## src/rtl/nic_ring_port.sv

```systemverilog
// NIC ring endpoint: same one-cycle latency as a propagation register, plus local
// delivery, retirement of stale/returned packets and insertion of queued transmits.
package nic_ring_pkg;
   typedef enum logic [1:0] {
      PT_NULL = 2'd0,
      PT_DATA = 2'd1,
      PT_CTRL = 2'd2,
      PT_IRQ  = 2'd3
   } ptype_e;

   typedef struct packed {
      ptype_e      typ;
      logic [5:0]  did;
      logic [5:0]  sid;
      logic [5:0]  age;
      logic [31:0] data;
   } packet_t;

   typedef struct packed {
      ptype_e     typ;
      logic [5:0] did;
      logic [7:0] vec;
   } ipacket_t;

   localparam logic [5:0] BCAST_ID = 6'h3F;
endpackage

module nic_ring_port
   import nic_ring_pkg::*;
#(
   parameter int TX_DEPTH = 4,
   parameter int RX_DEPTH = 4,
   parameter int MAX_AGE  = 63
) (
   input  logic        clk_i,
   input  logic        rst_i,
   input  logic [5:0]  id_i,
   input  packet_t     packet_i,
   output packet_t     packet_o,
   input  ipacket_t    ipacket_i,
   output ipacket_t    ipacket_o,
   output logic        irq_o,
   input  packet_t     tx_packet_i,
   input  logic        tx_valid_i,
   output logic        tx_ready_o,
   output packet_t     rx_packet_o,
   output logic        rx_valid_o,
   input  logic        rx_ready_i,
   output logic [15:0] drop_cnt_o
);
   localparam int TX_AW = $clog2(TX_DEPTH);
   localparam int RX_AW = $clog2(RX_DEPTH);
   localparam int TX_CW = TX_AW + 1;
   localparam int RX_CW = RX_AW + 1;

   packet_t            r_tx_mem [TX_DEPTH];
   logic [TX_AW-1:0]   r_tx_wr;
   logic [TX_AW-1:0]   r_tx_rd;
   logic [TX_CW-1:0]   r_tx_cnt;
   logic               r_tx_ready;

   packet_t            r_rx_mem [RX_DEPTH];
   logic [RX_AW-1:0]   r_rx_wr;
   logic [RX_AW-1:0]   r_rx_rd;
   logic [RX_CW-1:0]   r_rx_cnt;
   logic               r_rx_valid;

   packet_t            r_pkt;
   ipacket_t           r_ipkt;
   logic               r_irq;
   logic [15:0]        r_drop;

   logic               w_rx_full;
   logic               w_rx_push;
   logic               w_rx_pop;
   logic               w_tx_push;
   logic               w_tx_pop;
   logic               w_retire;
   logic               w_free;
   logic               w_fwd;
   packet_t            w_fwd_pkt;
   packet_t            w_inj_pkt;
   logic [TX_CW-1:0]   w_tx_cnt_nxt;
   logic [RX_CW-1:0]   w_rx_cnt_nxt;

   // Slot classification: the first matching rule wins.
   always_comb begin
      w_rx_full = (r_rx_cnt == RX_CW'(RX_DEPTH));
      w_rx_pop  = r_rx_valid && rx_ready_i;
      w_tx_push = tx_valid_i && r_tx_ready;
      w_rx_push = 1'b0;
      w_retire  = 1'b0;
      w_free    = 1'b0;
      w_fwd     = 1'b0;
      if (packet_i.typ == PT_NULL) begin
         w_free = 1'b1;
      end else if (packet_i.did == id_i) begin
         if (!w_rx_full) begin
            w_rx_push = 1'b1;
            w_free    = 1'b1;
         end else begin
            w_fwd = 1'b1;
         end
      end else if (packet_i.sid == id_i) begin
         w_retire = 1'b1;
         w_free   = 1'b1;
      end else if (int'(packet_i.age) == MAX_AGE) begin
         w_retire = 1'b1;
         w_free   = 1'b1;
      end else if (packet_i.did == BCAST_ID) begin
         w_rx_push = !w_rx_full;
         w_fwd     = 1'b1;
      end else begin
         w_fwd = 1'b1;
      end
      w_tx_pop = w_free && (r_tx_cnt != '0);

      w_fwd_pkt = packet_i;
      if (int'(packet_i.age) >= MAX_AGE) w_fwd_pkt.age = 6'(MAX_AGE);
      else                               w_fwd_pkt.age = packet_i.age + 6'd1;

      w_inj_pkt     = r_tx_mem[r_tx_rd];
      w_inj_pkt.sid = id_i;
      w_inj_pkt.age = 6'd0;

      case ({w_tx_push, w_tx_pop})
         2'b10:   w_tx_cnt_nxt = r_tx_cnt + TX_CW'(1);
         2'b01:   w_tx_cnt_nxt = r_tx_cnt - TX_CW'(1);
         default: w_tx_cnt_nxt = r_tx_cnt;
      endcase
      case ({w_rx_push, w_rx_pop})
         2'b10:   w_rx_cnt_nxt = r_rx_cnt + RX_CW'(1);
         2'b01:   w_rx_cnt_nxt = r_rx_cnt - RX_CW'(1);
         default: w_rx_cnt_nxt = r_rx_cnt;
      endcase
   end

   // Storage arrays carry no reset; validity is tracked by the counts.
   always_ff @(posedge clk_i) begin
      if (w_tx_push) r_tx_mem[r_tx_wr] <= tx_packet_i;
      if (w_rx_push) r_rx_mem[r_rx_wr] <= packet_i;
   end

   always_ff @(posedge clk_i) begin
      if (rst_i) begin
         r_tx_wr    <= '0;
         r_tx_rd    <= '0;
         r_tx_cnt   <= '0;
         r_tx_ready <= 1'b1;
         r_rx_wr    <= '0;
         r_rx_rd    <= '0;
         r_rx_cnt   <= '0;
         r_rx_valid <= 1'b0;
         r_pkt      <= '0;
         r_ipkt     <= '0;
         r_irq      <= 1'b0;
         r_drop     <= '0;
      end else begin
         if (w_tx_push) r_tx_wr <= r_tx_wr + TX_AW'(1);
         if (w_tx_pop)  r_tx_rd <= r_tx_rd + TX_AW'(1);
         r_tx_cnt   <= w_tx_cnt_nxt;
         r_tx_ready <= (w_tx_cnt_nxt != TX_CW'(TX_DEPTH));

         if (w_rx_push) r_rx_wr <= r_rx_wr + RX_AW'(1);
         if (w_rx_pop)  r_rx_rd <= r_rx_rd + RX_AW'(1);
         r_rx_cnt   <= w_rx_cnt_nxt;
         r_rx_valid <= (w_rx_cnt_nxt != '0);

         if (w_fwd)         r_pkt <= w_fwd_pkt;
         else if (w_tx_pop) r_pkt <= w_inj_pkt;
         else               r_pkt <= '0;

         if (w_retire && r_drop != 16'hFFFF) r_drop <= r_drop + 16'd1;

         r_ipkt <= ipacket_i;
         r_irq  <= (ipacket_i.typ != PT_NULL) && (ipacket_i.did == id_i);
      end
   end

   assign packet_o    = r_pkt;
   assign ipacket_o   = r_ipkt;
   assign irq_o       = r_irq;
   assign tx_ready_o  = r_tx_ready;
   assign rx_valid_o  = r_rx_valid;
   assign rx_packet_o = r_rx_valid ? r_rx_mem[r_rx_rd] : '0;
   assign drop_cnt_o  = r_drop;
endmodule
```

## config.mk

```make
export PLATFORM = sky130hd
export DESIGN_NAME = nic_ring_port
export DESIGN_NICKNAME = d
export VERILOG_FILES = /design/src/rtl/nic_ring_port.sv
export SDC_FILE = /design/constraint.sdc
export NUM_CORES = 1
export LEC_CHECK = 0
export BUFFER_PORTS_ARGS = -buffer_cell sky130_fd_sc_hd__buf_2
export CORE_MARGIN = 2
export CORE_UTILIZATION = 61
export DETAILED_ROUTE_END_ITERATION = 10
export GPL_ROUTABILITY_DRIVEN = 0
export GPL_TIMING_DRIVEN = 0
export PLACE_DENSITY = 0.95
export SLEW_MARGIN = 30
export SYNTH_ARGS = -nofsm -noshare
export SYNTH_HDL_FRONTEND = slang
export SYNTH_SLANG_ARGS = --single-unit
```

## constraint.sdc

```tcl
create_clock -name clk_i -period 5.4 [get_ports clk_i]
set_clock_uncertainty 0.05 [all_clocks]
set_input_delay 0 -clock clk_i [delete_from_list [all_inputs] [get_ports clk_i]]
set_output_delay 0 -clock clk_i [all_outputs]
set_load 0.05 [all_outputs]
```

# After elaboration in Yosys (flattened, before gate mapping)
# Memory sizes are Yosys's and may differ from the RTL's. A register that Yosys moved wholly into a read port is not among the register bits.
# Cells that the tools add are included.
# W data, S select, Z words.
# totals
ff_bits	101
ramBits	416
inputBits	130
out_inout_bits	139
mem_count	2
# memory_table
name	depth	word_bits	rd	rd_ports_with_merged_regs	wr	line	rtl
r_rx_mem	4	52	1	1	1	62	packet_t r_rx_mem [RX_DEPTH];
r_tx_mem	4	52	1	1	1	56	packet_t r_tx_mem [TX_DEPTH];
# op_classes
add_sub_neg	10
magnitude_cmp	1
n_eq_ne	12
mux	31
reduce_logical	10
# op_table
operator	count
$mux W52	3
$mux W1	21
$eq A6 B6 Y1	3
$add A16 B1 Y16 const B	1
$ne A16 B16 Y1 const B	1
$pmux W3 S2	2
$add A2 B1 Y2 const B	4
$mux W2	4
$add A3 B1 Y3 const B	2
$add A6 B1 Y6 const B	1
$eq A6 B1 Y1 const B	1
$eq A6 B6 Y1 const B	1
$ge A6 B6 Y1 const B	1
$mux W6	1
$reduce_bool A3 Y1	2
$sub A3 B1 Y3 const B	2
$logic_and A1 B1 Y1	5
$eq A2 B1 Y1 const B	2
$eq A2 B2 Y1 const B	2
$eq A3 B3 Y1 const B	1
$ne A3 B3 Y1 const B	1
$logic_not A2 Y1	1
$reduce_bool A2 Y1	1
$logic_not A1 Y1	1

# Depth between registers and ports, before layout
# Gate-level depths: netlist of the first run.
# depth
depth_word	10
depth_mapped	13

# Worst setup path before layout of the first run
# OpenSTA, ideal clock, no wires.
# synth_timing
kind	input to register
start	input port packet_i[32] (netlist bit)
end	memory r_rx_mem[0][0] (netlist bit), enable pin
setup_time_ps	415
arrival_ps	2377
required_time_ps	4935
slack_ps	2558
path_stages	7
n_path_buf	0
cell_sequence	ha_1 > nand2_1 > nor2_1 > a21oi_1 > a41oi_1 > nor3_2 > and2_1
# synth_via
elab_chain_cells	7
# synth_lines
item	line	rtl
start, declared	38	input packet_t packet_i,
$eq A6 B1 Y1	107	end else if (int'(packet_i.age) == MAX_AGE) begin
$mux W1	107	
$mux W1	104	end else if (packet_i.sid == id_i) begin
$mux W1	97	end else if (packet_i.did == id_i) begin
$mux W1	95	if (packet_i.typ == PT_NULL) begin
$mux W1	141	if (w_rx_push) r_rx_mem[r_rx_wr] <= packet_i;
$mux W1 (implied by the code)	141	
end, declared	62	
# Every way passes these cells.

# Worst setup path after layout of the first run
# layout_timing
start	input port packet_i[32] (netlist bit)
end	register r_rx_valid, in the netlist rx_valid_o
# layout_via
elab_chain_cells	8
word_cells_on_any_way	9
# layout_lines
item	line	rtl
$eq A6 B1 Y1 (*)	107	
$mux W1 (*)	107	
$mux W1 (*)	104	
$mux W1 (*)	97	
$mux W1 (*)	95	
$eq A2 B1 Y1 or $eq A2 B2 Y1 (tied branches)	131	case ({w_rx_push, w_rx_pop})
$pmux W3 S2 (*)	131	
$reduce_bool A3 Y1 (*)	167	r_rx_valid <= (w_rx_cnt_nxt != '0);
end signal, assigned	167	
end, declared	66	logic r_rx_valid;
# Mark *: on every way between the ends. The rest lies on a longest branch, timed or not.
# A chain may end at the register's enable or synchronous reset.

==> impl_metrics.env, run 1 <==
export IMPL_cts_tree="built"
export IMPL_fmax_mhz=303
export IMPL_p_seq_frac=0.492
export IMPL_min_path_type="in -> reg"
export IMPL_rsz0062_at_grt="false"
export IMPL_finalHoldViolations=0
export IMPL_critPathMaxFanout=8
export IMPL_yosys_area_share_simple=0.0578
export IMPL_switchingPower_mw=2.06
export IMPL_async_flop_share=0
export IMPL_ctsRootBufferMaster="clkbuf_16"
export IMPL_vias_per_cell=5.96
export IMPL_preCtsSetupSlack_ns=2.15
export IMPL_drive_gt1_frac=0.333
export IMPL_io_buffers=256
export IMPL_dr_first_iter_drc_count=1009
export IMPL_power_frac_comb=0.132
export IMPL_drc=0
export IMPL_grt_pass1_vias=11200
export IMPL_overflow=0
export IMPL_swShare=0.244
export IMPL_ys_ff_latch=473
export IMPL_clockPowerShare=0.376
export IMPL_clkSlewWorstSetupHoldPaths_ns=0.06
export IMPL_die_w_um=174
export IMPL_syn2layout_area_growth_pct=26.3
export IMPL_cp_end_kind="flip-flop"
export IMPL_synth_top_family_by_area="multiplexers"
export IMPL_antenna_found_initial=4
export IMPL_syn_num_nets=1074
export IMPL_ys_types=51
export IMPL_utilization=0.782
export IMPL_setup_viol=0
export IMPL_tightest_slew_ns=0.894
export IMPL_dr_pass1_iters=5
export IMPL_final_max_slew_violation_count=0
export IMPL_core_area_um2=28600
export IMPL_ys_flop_type="edfxtp_1"
export IMPL_critPathRequiredTime_ns=5.76
export IMPL_fin_crit_ns=3.30
export IMPL_track_usage=0.292
export IMPL_drt_wl_total_um=44400
export IMPL_synth_xor_xnor_area_share=0.0143
export IMPL_dieArea_um2=30400
export IMPL_wire_per_inst_um=24.9
export IMPL_startpoint_type="primary input"
export IMPL_yosysSeqAreaShare=0.742
export IMPL_fp_dieH_um=174
export IMPL_status="completed"
export IMPL_grt_start_max_net_pins=41
export IMPL_leakage_nw=8.17
export IMPL_antenna_left=0
export IMPL_finalNetCount=1505
export IMPL_clockBufferDepth=3
export IMPL_synthCells=930
export IMPL_power_density_nw_per_um2=377
export IMPL_crit_type="in -> reg"
export IMPL_num_io_pins=269
export IMPL_slew_headroom=0.404
export IMPL_p_int_mw=6.38
export IMPL_start_util=0.619
export IMPL_synthAdderAreaFrac=0.0107
export IMPL_row_count=62
export IMPL_cp_arrival_ns=3.66
export IMPL_syn_area_um2=17700
export IMPL_synthMuxAreaShare=0.122
export IMPL_cts_sinks=473
export IMPL_yosys_warnings=0
export IMPL_vdd_drop_max_v=0.000389
export IMPL_dp_hpwl_um=26500
export IMPL_clkLatencyLatePin_ns=0.53
export IMPL_synth_area_per_cell_um2=19.1
export IMPL_post_cts_buffers=0
export IMPL_synth_edf_count=368
export IMPL_fin_ws_ns=2.10
export IMPL_htree_levels=2
export IMPL_numCtsBuffers=45
export IMPL_num_vias=10600
export IMPL_synth_compound_area_frac=0.0383
export IMPL_cap_violations=0
export IMPL_grt_pass1_wl_um=66100
export IMPL_finalCritPeriodShare=0.612
export IMPL_setup_tns_final_ns=0
## final cells by class
class                           count  area, µm²
Fill cell                        1437       6250
Tap cell                          384        480
Clock inverter                     29        315
Buffer                             44        218
Clock buffer                       52       1150
Inverter                           13       48.8
Multi-Input combinational cell    400       4330
Antenna cell                        3       7.51
Timing Repair Buffer              384       2670
Sequential cell                   473      13200
## layout by cell type (no fill, tap or decap), drive strengths merged, types with 21 or more instances in the layout
cell type    netlist  layout
edfxtp           368     368
buf               20     284
dlygate4sd3        0     119
dfxtp            105     105
mux4              92      92
clkbuf            24      77
and2              59      59
a22o              46      46
nor2              27      27
xor2              21      21
nor2b             21      21
## critical path: stages
cell           delay [ns]
dlygate4sd3_1        0.53
buf_2                0.18
ha_1                 0.30
nand2_1              0.14
nor2_1               0.11
a21oi_1              0.45
a41oi_1              0.20
nor3_2               0.47
inv_1                0.10
ha_1                 0.26
fa_1                 0.39
xnor2_1              0.18
nor2_1               0.07
xnor2_1              0.18
a31oi_1              0.11
## cell families after synthesis
kind of cell / after synthesis
xor gates and xnor gates: 29
muxes: 100
AOI/OAI and AO/OA: 87
DFF: 473
adders and majority gates: 14
buffers and inverters: 57
and+or+nand+nor: 170
## power groups by stage
stage / clock, mW / combinational [mW] / sequential [mW]
after floorplan: 0 / 0.501 / 4.40
after global placement: 0 / 0.951 / 4.22
after detailed placement: 0 / 1.01 / 4.23
after CTS: 3.17 / 1.10 / 4.15
after global routing: 3.35 / 1.17 / 4.16
final: 3.17 / 1.11 / 4.16
## synth_stat cells, drive strengths merged, types with 2 or more instances
master | n | area (µm²)
a21oi | 15 | 78.8
a22o | 46 | 403
a31oi | 3 | 18.8
and2 | 59 | 372
and3 | 5 | 31.3
buf | 20 | 125
clkbuf | 24 | 90.1
dfxtp | 105 | 2100
edfxtp | 368 | 11100
fa | 2 | 40.0
ha | 12 | 150
inv | 13 | 48.8
mux2 | 3 | 33.8
mux2i | 5 | 50.1
mux4 | 92 | 2070
nand2 | 12 | 45.0
nand2b | 2 | 12.5
nand3 | 11 | 55.1
nand4 | 3 | 18.8
nor2 | 27 | 118
nor2b | 21 | 131
nor3 | 7 | 45.0
nor3b | 2 | 20.0
nor4 | 5 | 46.3
o21a | 2 | 15.0
o21ai | 5 | 25.0
o31ai | 8 | 60.1
or3 | 5 | 31.3
or4 | 8 | 60.1
xnor2 | 8 | 70.1
xor2 | 21 | 184
## metal layers
layer / vias to the layer above / routed length, µm / share of wire / global-route usage
li1: 4552 / - / - / -
met1: 5394 / 16500 / 0.37 / 0.369
met2: 591 / 23400 / 0.53 / 0.517
met3: 90 / 3300 / 0.074 / 0.0510
met4: 2 / 1160 / 0.026 / 0.0924
met5: - / 13 / 0.00029 / 0
## flip-flops by register name, summed over array words and instances (netlist names), 2 cells and up, named ones only
name and count:
drop_cnt_o 16, ipacket_o 16, packet_o 52, r_rx_cnt 3, r_rx_mem 208, r_rx_rd 2
r_rx_wr 2, r_tx_cnt 3, r_tx_mem 160, r_tx_rd 2, r_tx_wr 2
## final timing paths
kind                   from        endpoint  slack (ns)  cells after the start
max            packet_i[32]      rx_valid_o        2.10                     15
min          tx_packet_i[4]  r_tx_mem[3][4]        0.17                      2
max reg2reg     r_rx_cnt[0]      tx_ready_o        2.62                     10
min reg2reg   drop_cnt_o[6]   drop_cnt_o[6]        0.45                      2
## metrics by stage
stage	hold WS (ns)	std cells	instance area, µm²	total power [mW]
after floorplan	0.0489	930	17700	4.90
after global placement	0.159	1570	19500	5.17
after detailed placement	0.167	1578	19700	5.24
after CTS	0.155	1778	22400	8.42
after global routing	0.174	1781	22400	8.68
final	0.172	1782	22400	8.44
## timing repair
item / CTS / global route
hold buffers: 119 / 0
hold endpoints to repair: 442 / 0
gates resized for setup: 0 / 0
(Power assumes the default switching activity.)
==> inputs of run 2 (changes only) <==
--- a/config.mk
+++ b/config.mk
@@ -5,13 +5,14 @@
 export SDC_FILE = /design/constraint.sdc
 export NUM_CORES = 1
 export LEC_CHECK = 0
+export ABC_AREA = 1
 export BUFFER_PORTS_ARGS = -buffer_cell sky130_fd_sc_hd__buf_2
 export CORE_MARGIN = 2
-export CORE_UTILIZATION = 61
+export CORE_UTILIZATION = 51
 export DETAILED_ROUTE_END_ITERATION = 10
 export GPL_ROUTABILITY_DRIVEN = 0
 export GPL_TIMING_DRIVEN = 0
-export PLACE_DENSITY = 0.95
+export PLACE_DENSITY = 0.85
 export SLEW_MARGIN = 30
 export SYNTH_ARGS = -nofsm -noshare
 export SYNTH_HDL_FRONTEND = slang
==> constraint.sdc (replaced) <==
create_clock -name clk_i -period 2.68 [get_ports clk_i]
set_clock_uncertainty 0.05 [all_clocks]
set_input_delay 0 -clock clk_i [delete_from_list [all_inputs] [get_ports clk_i]]
set_output_delay 0 -clock clk_i [all_outputs]
set_load 0.05 [all_outputs]
==> run 2 against run 1 <==
Compared with the run above:
- die area grew 23%
- final area grew 5.4%
- worst hold slack lost 0.15 ns
- register-to-register slack lost 2.5 ns
- total power grew 100%
- via count grew 36%
- area after synthesis grew 3.5%
- sequential cell count is the same
- non-clock buffer count grew 53
- combinational power grew 130%
- global-route usage shrank 2.0 points
- critical endpoint unchanged
==> impl_metrics.env, run 2 <==
export IMPL_status="completed"
export IMPL_yosys_area_share_simple=0.135
export IMPL_dieArea_um2=37500
export IMPL_grt_pass1_vias=14200
export IMPL_ys_flop_type="edfxtp_1"
export IMPL_r2r_start="r_rx_cnt[0]"
export IMPL_antenna_found_initial=7
export IMPL_clkLatencyLatePin_ns=0.56
export IMPL_fin_crit_ns=2.61
export IMPL_async_flop_share=0
export IMPL_critPathMaxFanout=7
export IMPL_largest_register_ffs=208
export IMPL_synthCells=1612
export IMPL_r2r_slack_ns=0.12
export IMPL_grt_use_met2=0.452
export IMPL_track_usage=0.272
export IMPL_num_io_pins=269
export IMPL_syn2layout_area_growth_pct=28.6
export IMPL_fmax_mhz=384
export IMPL_dr_first_iter_drc_count=1671
export IMPL_finalHoldViolations=0
export IMPL_startpoint_type="primary input"
export IMPL_overflow=0
export IMPL_cp_arrival_ns=3.02
export IMPL_crit_start="packet_i[32]"
export IMPL_ys_ff_latch=473
export IMPL_critPathMaxStageDelay_ns=0.41
export IMPL_slew_headroom=0.478
export IMPL_cts_tree="built"
export IMPL_start_util=0.517
export IMPL_vdd_drop_max_v=0.000469
export IMPL_ctsRootBufferMaster="clkbuf_16"
export IMPL_io_buffers=255
export IMPL_crit_type="in -> reg"
export IMPL_num_vias=14400
export IMPL_cap_violations=0
export IMPL_synth_area_per_cell_um2=11.4
export IMPL_syn_area_um2=18300
export IMPL_final_cell_area_um2=23600
export IMPL_top_register="r_rx_mem"
export IMPL_cts_sinks=473
export IMPL_htree_levels=2
export IMPL_yosys_warnings=0
export IMPL_synth_top_area_share=0.603
export IMPL_synth_xor_xnor_area_share=0.0115
export IMPL_synthAdderAreaFrac=0.0104
export IMPL_hold_start="packet_i[46]"
export IMPL_rsz0062_at_grt="false"
export IMPL_ys_types=34
export IMPL_final_max_slew_violation_count=0
export IMPL_antenna_left=0
export IMPL_synth_most_common_cell="edfxtp_1"
export IMPL_synth_area_leaders="edfxtp_1, dfxtp_1, nor2_1, o21ai_0, nand2_1"
export IMPL_row_count=69
export IMPL_clockBufferDepth=3
export IMPL_yosysSeqAreaShare=0.717
export IMPL_crit_chain="buf_2, ha_1, nand2_1, inv_1, nand2_1, nand2_1, o21ai_1, nand2_2, ha_1, fa_1, o21ai_0, xor2_1, inv_1, a31oi_1"
export IMPL_clkSlewWorstSetupHoldPaths_ns=0.06
export IMPL_drt_wl_total_um=52500
export IMPL_grt_start_max_net_pins=22
export IMPL_use_met3=0.0565
export IMPL_finalCritPeriodShare=0.973
export IMPL_drc=0
export IMPL_cp_end_kind="flip-flop"
export IMPL_power_density_nw_per_um2=732
export IMPL_dr_pass1_iters=6
export IMPL_most_common_layout_cells="edfxtp_1, nor2_1, buf_2, nand2_1, o21ai_0"
export IMPL_critical_path_most_common_cell="nand2_1"
export IMPL_critPathRequiredTime_ns=3.10
export IMPL_grt_pass1_wl_um=79400
export IMPL_syn_num_nets=1756
export IMPL_vias_per_cell=5.63
export IMPL_synthMuxAreaShare=0.000546
export IMPL_cp_slowest_cell="fa_1"
export IMPL_dp_hpwl_um=32700
export IMPL_core_area_um2=35500
export IMPL_setup_viol=0
export IMPL_synth_compound_area_frac=0.0906
export IMPL_finalNetCount=2204
export IMPL_layout_cells_most_common="edfxtp_1"
export IMPL_synth_common_cells="edfxtp_1, nor2_1, nand2_1, o21ai_0, dfxtp_1"
export IMPL_fin_hold_ws_ns=0.0174
export IMPL_met1_usage=0.340
export IMPL_post_cts_buffers=0
export IMPL_drive_gt1_frac=0.193
export IMPL_dpl_cell_area_um2=20700
export IMPL_synth_edf_count=368
export IMPL_tightest_slew_ns=0.781
export IMPL_die_w_um=194
export IMPL_synth_top_family_by_area="simple AND/OR/NAND/NOR gates"
export IMPL_wire_per_inst_um=20.5
export IMPL_min_path_type="in -> reg"
export IMPL_fp_dieH_um=194
export IMPL_yosysTopAreaCell="edfxtp_1"
export IMPL_leakage_nw=9.31
export IMPL_numCtsBuffers=46
export IMPL_grt_busiest_layer="met2"
-- run 2: per-stage QoR --
stage / utilization / worst slack (ns) / setup TNS (ns) / cells / power [mW]
2_1_floorplan: - / -0.435 / -69.67 / 1612 / 9.89
3_3_place_gp: 0.570 / -1.30 / -355.38 / 2328 / 10.6
3_5_place_dp: 0.585 / -0.406 / -14.89 / 2347 / 10.7
4_1_cts: 0.664 / 0.0131 / 0 / 2556 / 17.2
5_1_grt: 0.665 / 0.00342 / 0 / 2562 / 17.8
6_report: 0.665 / 0.0729 / 0 / 2562 / 17.3
-- run 2: what timing repair did --
item	CTS	global route
endpoints found under the setup margin	52	39
gates resized for setup	14	18
hold buffers	129	0
hold endpoints to repair	441	0
-- run 2: area by class of cell --
type | instances | area [µm²]
flip-flops and latches | 473 | 13200
fillers | 2412 | 11900
multi-input cells | 981 | 4620
repair buffers | 403 | 3070
clock buffers | 69 | 1350
well taps | 461 | 577
plain buffers | 78 | 358
inverters | 77 | 290
clock inverters | 13 | 150
diodes | 7 | 17.5
-- run 2: worst paths after layout --
path	to	cells after the start
max	rx_valid_o	14
min	r_rx_wr[0]	5
max reg2reg	rx_valid_o	9
min reg2reg	drop_cnt_o[13]	2
-- run 2: critical path, delay by kind of cell --
kind / cells / cell delay, ns
adders and majority gates: 3 / 0.95
and+or+nand+nor: 4 / 0.81
xor gates and xnor gates: 1 / 0.17
AOI/OAI and AO/OA: 3 / 0.78
buffers and inverters: 3 / 0.31
-- run 2: where the power goes --
part	switching [mW]	leakage (nW)	internal, mW
Combinational	1.83	4.36	0.705
Sequential	0.101	4.20	8.21
Clock	2.65	0.740	3.77
Total	4.58	9.31	12.7
-- run 2: cells by family (layout without fill, tap and decap cells) --
group                      count (synthesis)  in the layout
other                                      0              7
DFF                                      473            473
buffers and inverters                    158            640
AOI/OAI and AO/OA                        321            321
adders and majority gates                 14             14
xor gates and xnor gates                  24             24
muxes                                      1              1
and+or+nand+nor                          621            621
-- run 2: per-layer routing --
metal | wire length (µm) | up-vias | part of all wire
li1 | - | 6450 | -
met4 | 2600 | 0 | 0.049
met3 | 4660 | 210 | 0.089
met1 | 19800 | 6881 | 0.38
met5 | 0 | - | 0
met2 | 25400 | 884 | 0.48
==> inputs of run 3 (changes only) <==
--- a/config.mk
+++ b/config.mk
@@ -12,7 +12,7 @@
 export DETAILED_ROUTE_END_ITERATION = 10
 export GPL_ROUTABILITY_DRIVEN = 0
 export GPL_TIMING_DRIVEN = 0
-export PLACE_DENSITY = 0.85
+export PLACE_DENSITY = 0.75
 export SLEW_MARGIN = 30
 export SYNTH_ARGS = -nofsm -noshare
 export SYNTH_HDL_FRONTEND = slang
==> run 3 against run 2 <==
Compared with the run above:
- sequential share of layout area down 0.25 points
- critical path depth down 8
- combinational power down 2%
- via count down 4.2%
- sequential power about the same
- maximum frequency up 2.1%
- register-to-register slack better by 0.15 ns
- routed wire length down 5.9%
- global-route usage down 1.2 points
- sequential cell count unchanged
- largest cell class unchanged
- first-iteration DRC count down 29%
==> impl_metrics.env, run 3 (synthesis gave the netlist of run 2 again) <==
export IMPL_status="completed"
export IMPL_startpoint_type="flip-flop"
export IMPL_cp_arrival_ns=2.50
export IMPL_top_register="r_rx_mem"
export IMPL_fin_crit_ns=2.55
export IMPL_cts_sinks=473
export IMPL_ctsRootBufferMaster="clkbuf_16"
export IMPL_drt_wl_total_um=49400
export IMPL_r2r_start="r_rx_cnt[0]"
export IMPL_drive_gt1_frac=0.194
export IMPL_seq_area_um2=13200
export IMPL_power_density_nw_per_um2=736
export IMPL_rr_worst_depth=10
export IMPL_io_buffers=255
export IMPL_num_vias=13800
export IMPL_crit_type="reg -> out"
export IMPL_clockBufferDepth=3
export IMPL_setup_viol=0
export IMPL_total_power_mw=17.5
export IMPL_antenna_left=0
export IMPL_wire_per_inst_um=19.2
export IMPL_final_cell_area_um2=23700
export IMPL_multi_input_area_um2=4620
export IMPL_dpl_cell_area_um2=20800
export IMPL_finalCritPeriodShare=0.952
export IMPL_slew_headroom=0.531
export IMPL_num_io_pins=269
export IMPL_min_path_type="in -> reg"
export IMPL_grt_start_max_net_pins=21
export IMPL_rsz0062_at_grt="true"
export IMPL_finalNetCount=2207
export IMPL_r2r_slack_ns=0.27
export IMPL_tightest_slew_ns=0.701
export IMPL_drc=0
export IMPL_setup_tns_final_ns=0
export IMPL_clkLatencyLatePin_ns=0.55
export IMPL_rr_endpoint="rx_valid_o"
export IMPL_grt_pass1_wl_um=75800
export IMPL_core_area_um2=35500
export IMPL_hold_depth=5
export IMPL_dieArea_um2=37500
export IMPL_antenna_found_initial=4
export IMPL_fin_hold_ws_ns=0.0463
export IMPL_leakage_nw=9.38
export IMPL_clkSlewWorstSetupHoldPaths_ns=0.06
export IMPL_nFillCells=2515
export IMPL_row_count=69
export IMPL_critPathRequiredTime_ns=2.63
export IMPL_cp_end_kind="output port"
export IMPL_overflow=0
export IMPL_dr_pass1_iters=5
export IMPL_finalHoldViolations=0
export IMPL_start_util=0.517
export IMPL_cap_violations=0
export IMPL_layout_cells_most_common="edfxtp_1"
export IMPL_dp_hpwl_um=31600
export IMPL_dr_first_iter_drc_count=1193
export IMPL_final_max_slew_violation_count=0
export IMPL_vdd_drop_max_v=0.000506
export IMPL_numCtsBuffers=47
export IMPL_grt_pass1_vias=13800
export IMPL_htree_levels=2
export IMPL_syn2layout_area_growth_pct=29.2
export IMPL_cts_tree="built"
export IMPL_most_common_layout_cells="edfxtp_1, nor2_1, buf_2, nand2_1, o21ai_0"
export IMPL_largest_register_ffs=208
export IMPL_track_usage=0.259
export IMPL_vias_per_cell=5.39
export IMPL_min_to="packet_o[35]"
export IMPL_critPathMaxFanout=10
export IMPL_fp_dieH_um=194
export IMPL_fmax_mhz=392
export IMPL_die_w_um=194
export IMPL_hold_start="packet_i[37]"
## run 3: changes by cell type in the layout (fill, tap and decap cells not counted), moves of 2 or more
cell / change
diode_2: -4
buf_4: -2
buf_2: +3
clkbuf_8: +5
clkbuf_16: +3
clkbuf_1: +2
## run 3: layout make-up
class                   count  area share
plain buffers              79      0.0152
diodes                      3    0.000317
multi-input cells         981       0.195
clock inverters             9     0.00396
repair buffers            404       0.130
flip-flops and latches    473       0.555
inverters                  77      0.0123
well taps                 461      0.0243
clock buffers              78      0.0633
## run 3: worst max path at each step
stage,end,depth (start not counted)
after global routing,tx_ready_o,19
after floorplan,r_tx_mem[0][0],2
after detailed placement,r_rx_mem[2][19],12
after global placement,r_tx_mem[3][19],2
after CTS,r_rx_mem[2][17],14
final,rx_packet_o[24],6
## run 3: repair_timing
action                                  in CTS  in global routing
gates resized for setup                     14                 11
pin swaps                                    0                  0
endpoints found under the setup margin      52                109
hold buffers                               130                  0
hold endpoints to repair                   443                  0
buffers inserted                             0                  0
## run 3: worst max-delay path, cell delays in order, from the launching register on
cell	delay (ns)
dfxtp_2	0.38
inv_1	0.17
clkbuf_2	0.28
clkbuf_1	0.41
o21ai_0	0.16
a21oi_1	0.24
buf_2	0.31
## run 3: where the power goes
part	total, mW	internal, mW	switching, mW
clock network	6.65	4.00	2.65
logic	2.49	0.706	1.79
registers	8.31	8.21	0.0986
total	17.5	12.9	4.53
## run 3: per-stage QoR
step | utilization | cells | worst slack (ns)
floorplan | - | 1612 | -0.435
global route | 0.668 | 2565 | -0.0184
detailed placement | 0.585 | 2347 | -0.357
global placement | 0.570 | 2328 | -1.43
finish | 0.668 | 2565 | 0.128
CTS | 0.667 | 2562 | 0.00751
## run 3: routing by layer
layer	wire, µm	GRT usage
met1	19700	0.340
met2	24000	0.436
met3	3910	0.0435
met4	1680	0.0992
met5	11	0
